## config.mk

```make
export PLATFORM = sky130hd
export DESIGN_NAME = mult_8_bit_seq
export DESIGN_NICKNAME = d
export VERILOG_FILES = /design/src/rtl/mult_8_bit_seq_pkg.sv /design/src/rtl/full_adder_8_bit.sv /design/src/rtl/mult_8_bit_seq.sv
export SDC_FILE = /design/constraint.sdc
export NUM_CORES = 1
export LEC_CHECK = 0
export ABC_AREA = 1
export BUFFER_PORTS_ARGS = -buffer_cell sky130_fd_sc_hd__buf_2
export CAP_MARGIN = 30
export CORE_MARGIN = 4
export CORE_UTILIZATION = 55
export CTS_BUF_LIST = sky130_fd_sc_hd__clkbuf_4
export CTS_CLUSTER_SIZE = 24
export DETAILED_ROUTE_END_ITERATION = 10
export PLACE_DENSITY = 0.74
export SLEW_MARGIN = 30
export SYNTH_ARGS = -nofsm -noshare
export SYNTH_HDL_FRONTEND = slang
export SYNTH_SLANG_ARGS = --single-unit
export TNS_END_PERCENT = 10
```

## constraint.sdc

```tcl
create_clock -name clk -period 2.22 [get_ports clk]
set_input_delay 0.333 -clock clk [delete_from_list [all_inputs] [get_ports clk]]
set_output_delay 0.333 -clock clk [all_outputs]
set_load 0.02 [all_outputs]
```

## src/rtl/mult_8_bit_seq_pkg.sv

```systemverilog
// Shared definitions for the sequential 8x8 multiplier.
// State encoding and iteration count used by the controller.
package mult_8_bit_seq_pkg;

    typedef enum logic [1:0] {
        IDLE = 2'd0,
        RUN  = 2'd1,
        DONE = 2'd2
    } state_t;

    localparam int MULT_ITER = 8;

    localparam logic [3:0] LAST_CNT = 4'(MULT_ITER - 1);

endpackage

```

## src/rtl/full_adder_8_bit.sv

```systemverilog
// Existing 8-bit ripple adder block.
// Produces an 8-bit sum and a carry-out.
module full_adder_8_bit (
    output logic [7:0] s,
    output logic       cout,
    input  logic [7:0] a,
    input  logic [7:0] b,
    input  logic       cin
);

    logic [8:0] total;

    assign total   = {1'b0, a} + {1'b0, b} + {8'd0, cin};
    assign s       = total[7:0];
    assign cout    = total[8];

endmodule

```

## src/rtl/mult_8_bit_seq.sv

```systemverilog
// Shift-and-add 8x8 unsigned multiplier.
// Reuses one full_adder_8_bit across eight iterations.
module mult_8_bit_seq
    import mult_8_bit_seq_pkg::*;
(
    input  logic        clk,
    input  logic        reset,
    input  logic        start,
    input  logic [7:0]  a,
    input  logic [7:0]  b,
    output logic        busy,
    output logic        done,
    output logic [15:0] product
);

    state_t      state;
    state_t      state_nx;

    logic [7:0]  m;
    logic [7:0]  acc_hi;
    logic [7:0]  acc_lo;
    logic [3:0]  cnt;

    logic        load;
    logic        step;
    logic        last;

    logic [7:0]  addend;
    logic [7:0]  sum;
    logic        cout;
    logic [15:0] shifted;

    assign addend  = acc_lo[0] ? m : 8'd0;

    full_adder_8_bit u_add (
        .s    (sum),
        .cout (cout),
        .a    (acc_hi),
        .b    (addend),
        .cin  (1'b0)
    );

    // Carry is kept: acc_hi + m can reach 510.
    assign shifted = {cout, sum, acc_lo[7:1]};

    always_ff @(posedge clk) begin
        if (reset) begin
            state <= IDLE;
        end else begin
            state <= state_nx;
        end
    end

    always_comb begin
        state_nx = state;
        load     = 1'b0;
        step     = 1'b0;
        last     = 1'b0;
        unique case (state)
            IDLE: begin
                if (start) begin
                    load     = 1'b1;
                    state_nx = RUN;
                end
            end
            RUN: begin
                step = 1'b1;
                if (cnt == LAST_CNT) begin
                    last     = 1'b1;
                    state_nx = DONE;
                end
            end
            DONE: begin
                // The closing edge of DONE may accept a new request.
                if (start) begin
                    load     = 1'b1;
                    state_nx = RUN;
                end else begin
                    state_nx = IDLE;
                end
            end
            default: begin
                state_nx = IDLE;
            end
        endcase
    end

    always_ff @(posedge clk) begin
        if (reset) begin
            m      <= 8'd0;
            acc_hi <= 8'd0;
            acc_lo <= 8'd0;
            cnt    <= 4'd0;
        end else if (load) begin
            m      <= a;
            acc_hi <= 8'd0;
            acc_lo <= b;
            cnt    <= 4'd0;
        end else if (step) begin
            {acc_hi, acc_lo} <= shifted;
            cnt              <= cnt + 4'd1;
        end
    end

    always_ff @(posedge clk) begin
        if (reset) begin
            product <= 16'd0;
        end else if (last) begin
            product <= shifted;
        end
    end

    assign busy = (state == RUN) || (state == DONE);
    assign done = (state == DONE);

endmodule

```

* After elaboration in Yosys (flattened, before gate mapping) *
Cells that the tools add are included.

cells by class
  add/subtract/negate cells = 2
  equality and inequality tests = 5
  multiplexer cells = 12
  reductions and logical operators = 6

operators by type and width
  operator             count
  $mux 8               3
  $add 8x8->9          1
  $mux 1               6
  $pmux 2 s3           1
  $add 4x1->4 const B  1
  $eq 4x3->1 const B   1
  $mux 2               2
  $ne 2x2->1 const B   2
  $reduce_or 2->1      2
  $eq 2x1->1 const B   1
  $eq 2x2->1 const B   1
  $logic_not 2->1      1
  $reduce_and 2->1     1
  $reduce_bool 2->1    1
  $logic_or 1x1->1     1

word-level totals
  bits in registers = 46
  input port bits = 19
  output and inout port bits = 18
  word-level logic and storage cells = 31

* Logic depth before layout (Yosys ltp) *
  word-level depth = 4
  mapped depth = 13
  depth with buffers taken out = 12

* Cells and area by module *
A second synthesis with hierarchy kept.

unflattened totals
  cells, all modules = 335
  area total of the unflattened synthesis = 2347.3 sq um

by module, submodules not included
  module            times used  cells an instance  area an instance (sq um)  sequential area each (sq um)
  mult_8_bit_seq    1           276                1963.1                    920.9
  full_adder_8_bit  1           59                 384.1                     0.0

* Worst setup path after synthesis *
Ideal clock, no wire load.

  kind = register to register
  start point = register acc_lo[0]
  end point = register product[11]
  library setup time = 0.115 ns
  arrival time = 1.626 ns
  setup slack = 0.479 ns
  cell stages (with the launch flop) = 12
  period minus slack after synthesis = 1.741 ns
  cell sequence = dfxtp_1 -> clkbuf_1 -> nand2_1 -> inv_1 -> ha_1 -> fa_1 -> nand2_1 -> nand2_1 -> nand3b_1 -> nand3_1 -> o21ai_0 -> inv_1

on the way
  cells in the longest elaborated chain, start to end = 2

ends and longest elaborated chain
  what                    line                    text
  start, declared         mult_8_bit_seq.sv:21    logic [7:0] acc_lo;
  start signal, assigned  mult_8_bit_seq.sv:100   {acc_hi, acc_lo} <= shifted;
  $mux 8                  mult_8_bit_seq.sv:33    assign addend = acc_lo[0] ? m : 8'd0;
  $add 8x8->9             full_adder_8_bit.sv:13  assign total = {1'b0, a} + {1'b0, b} + {8'd0, cin};
  end signal, assigned    mult_8_bit_seq.sv:109   product <= shifted;
  end, declared           mult_8_bit_seq.sv:13    output logic [15:0] product

No other way between the ends.
A chain may end at the register's enable or synchronous reset.

* Worst setup path after layout *
  start point = register acc_lo[0]
  end point = register acc_hi[5]

on the way
  cells in the longest elaborated chain, start to end = 2

ends and longest elaborated chain
  what                  line                    text
  $mux 8                mult_8_bit_seq.sv:33
  $add 8x8->9           full_adder_8_bit.sv:13
  end signal, assigned  mult_8_bit_seq.sv:100
  end, declared         mult_8_bit_seq.sv:20    logic [7:0] acc_hi;

No other way between the ends.

==> flow_summary.yaml <==
outcome:
  status: "finished clean"
critical_path:
  critPathSlowestCell: "dfxtp_1"
  max_stage_delay_ns: 0.40
  critPathArrivalTime_ns: 2.08
  reg2reg_depth: 12
  r2r-end: "acc_hi[5]"
  worstReg2RegStart: "acc_lo[0]"
  worst_setup_path_start_kind: "flop"
  worstPathRequired_ns: 2.50
  critical_path.top_delay_family: "simple AND/OR/NAND/NOR gates"
  ff2ff_setup_slack_ns: 0.41
  worstPathMaxFanout: 9
  critical_path_class: "flop to flop"
  end_kind: "flop"
  crit_path_frequent_cell: "nand2_1"
  critPathBufInv: 2
  worst-path-stages: 12
  cp_cell_sequence: "nand2_1 > inv_1 > ha_1 > fa_1 > nand2_1 > nand2_1 > nand3_1 > nand2_1 > nand2_1 > nand3_1 > nand2_1 > inv_1"
placement:
  gp_congestion: 0.825
  hpwl_mm: 3.49
  portBuffers: 36
sta:
  maxClockFrequency_ghz: 0.554
  drv_slew: 0
  setup_viol: 0
  fin_crit_ns: 1.81
  fin_crit_sh: 0.813
  hold_viol: 0
  maxSlewHeadroom: 0.707
  worst_pin_slew_ns: 0.439
  rsz0062_at_grt: "false"
  clock_skew_ns: 0.0115
  finalSetupTns_ns: 0
logic_synthesis:
  syn_area_um2: 2250
  ys_types: 24
  post-synth-top-count-cell: "nand2_1"
  synth_edf_count: 0
  yosysTopAreaCell: "dfxtp_1"
  ys_async_sr_fraction: 0
  synthCells: 320
  syn_avg_cell_area_um2: 7.03
  yosysTopAreaCellShare: 0.409
  synth_ff_type: "dfxtp_1"
  synth_nets: 353
  synth_area_leaders: "dfxtp_1 41%, nand2_1 14%, nor2_1 7.7%"
  synth_top_cells_by_count: "83 x nand2_1, 46 x dfxtp_1, 46 x nor2_1, 34 x inv_1, 23 x nand3_1"
  synth_seq_area_share: 0.409
  yosys_warnings: 0
  ys_seq_elements: 46
drt:
  totalWireLength_mm: 4.63
  drt-initial-drc-count: 122
  drcViolationCount: 0
  dr_total_vias: 2048
  wl_per_cell_um: 11.5
  viasPerCell: 5.08
  first_pass_iters: 5
  final_antenna_net_count: 0
power_and_ir_drop:
  p_sw_w: 0.000866
  clkPwrFrac: 0.220
  power_frac_seq: 0.445
  total_leakage_power_nw: 1.27
  comb_power_share: 0.335
  power_w: 0.00230
  irDropWorstVdd_uv: 720
  netSwitchingFraction: 0.377
  power-per-cell-area_nw_per_um2: 907
  intPower_w: 0.00143
clock_tree:
  clk_latency_ns: 0.37
  cts_buffers: 5
  cts_root_buffer: "clkbuf_4"
  clkSinkCount: 46
  htreeDepth: 2
  hold_buffers: 0
  post-cts-setup-buffer-count: 0
  clockBufferDepth: 2
  clkTransAtPathRegs_ns: 0.14
  post_cts_resized: 0
  cts_tree: "built"
hold_path:
  hp-class: "input pin to flop"
  worstHoldStart: "b[4]"
  worstHoldEndpoint: "acc_lo[4]"
  hold_depth: 3
floorplan:
  die_height_um: 72.0
  io-pin-count: 37
  row_count: 22
  initial_utilization: 0.593
  die_area_um2: 5180
  die_width_um: 72.0
  coreArea_um2: 3800
global_route:
  grt.total_usage: 0.188
  antenna_found_initial: 0
  first_global_vias: 1750
  grt_max_degree: 25
  grt.overflow.total: 0
  grt_pass1_wl_mm: 7.86
job:
  max_cap_violations: 0
layout:
  n_antenna_cell: 0
  drive_gt1_frac: 0.155
  fillCellCount: 350
  syn2layout_area_growth_pct: 12.5
  fin_nets: 387
==> registers in the layout (all words and copies together) (netlist names) <==
signal and cells:
acc_hi 8, state 2, acc_lo 8, m 8
cnt 4, product 16
==> power by group through the flow <==
stage	combinational [W]	clock (W)	sequential (W)
after CTS	0.000769	0.000517	0.00102
after detailed placement	0.000764	0	0.00104
after global routing	0.000886	0.000553	0.00104
after floorplan	0.000615	0	0.00101
final	0.000770	0.000506	0.00102
after global placement	0.000753	0	0.00104
==> metal layers <==
metal	track usage	part of all wire	up-vias
met5	0	0	-
met4	0.0585	0.011	0
met3	0.0388	0.066	7
met2	0.269	0.42	76
met1	0.280	0.51	881
li1	-	-	1084
==> layout make-up <==
type / count / area [um^2] / area share
multi-input cells: 225 / 1130 / 0.447
well taps: 48 / 60.1 / 0.0237
clock buffers: 5 / 37.5 / 0.0148
flip-flops and latches: 46 / 921 / 0.364
repair buffers: 38 / 195 / 0.0771
inverters: 38 / 143 / 0.0563
clock inverters: 3 / 45.0 / 0.0178
==> cell families (layout without fill, tap and decap cells) <==
family | after synthesis | count (layout) | share of synthesized area
AND/OR/NAND/NOR | 161 | 161 | 0.300
flip-flops | 46 | 46 | 0.409
AO/OA/AOI/OAI | 49 | 49 | 0.118
buffers and inverters | 49 | 84 | 0.0884
adder cells (fa/ha/maj) | 14 | 14 | 0.0812
XOR/XNOR | 1 | 1 | 0.00389
==> layout by cell type (no fill, tap or decap) <==
cell and instances:
nand2_4 1, or2_2 2, bufinv_16 1, inv_2 3, inv_1 34, buf_4 2, a21oi_1 21, clkinv_1 1
nor2_1 46, o21a_1 2, nand2_2 1, o211ai_1 2, nor2_4 2, xnor2_1 1, a31oi_1 8, nand3b_1 3
ha_1 13, clkbuf_4 5, o21ai_0 16, fa_1 1, dfxtp_1 46, buf_2 36, nand3_1 23, clkinvlp_4 2
nand2_1 83
==> worst reg2reg max path, delay by kind of cell (launching register included) <==
family | cells | cell delay [ns]
buf+inv | 2 | 0.07
simple gates | 8 | 0.66
fa+ha+maj | 2 | 0.59
flops | 1 | 0.40
==> worst max-delay path by stage <==
stage | startpoint | to | slack, ns
4_1_cts | acc_lo[0] | acc_hi[5] | 0.43
3_5_place_dp | acc_lo[0] | acc_hi[5] | 0.44
5_1_grt | state[1] | product[10] | 0.25
3_3_place_gp | acc_lo[0] | product[11] | 0.47
2_1_floorplan | acc_lo[0] | product[11] | 0.48
6_report | acc_lo[0] | acc_hi[5] | 0.41
==> metrics by stage <==
stage           util  hold slack, ns  cells  setup WS [ns]  area [um^2]
6_report       0.667           0.214    403          0.415         2530
5_1_grt        0.667           0.203    403          0.249         2530
4_1_cts        0.667           0.206    403          0.426         2530
3_5_place_dp   0.645           0.452    395          0.437         2450
3_3_place_gp   0.645           0.447    395          0.473         2450
2_1_floorplan      -           0.445    320          0.479         2250
(Power assumes the default switching activity.)
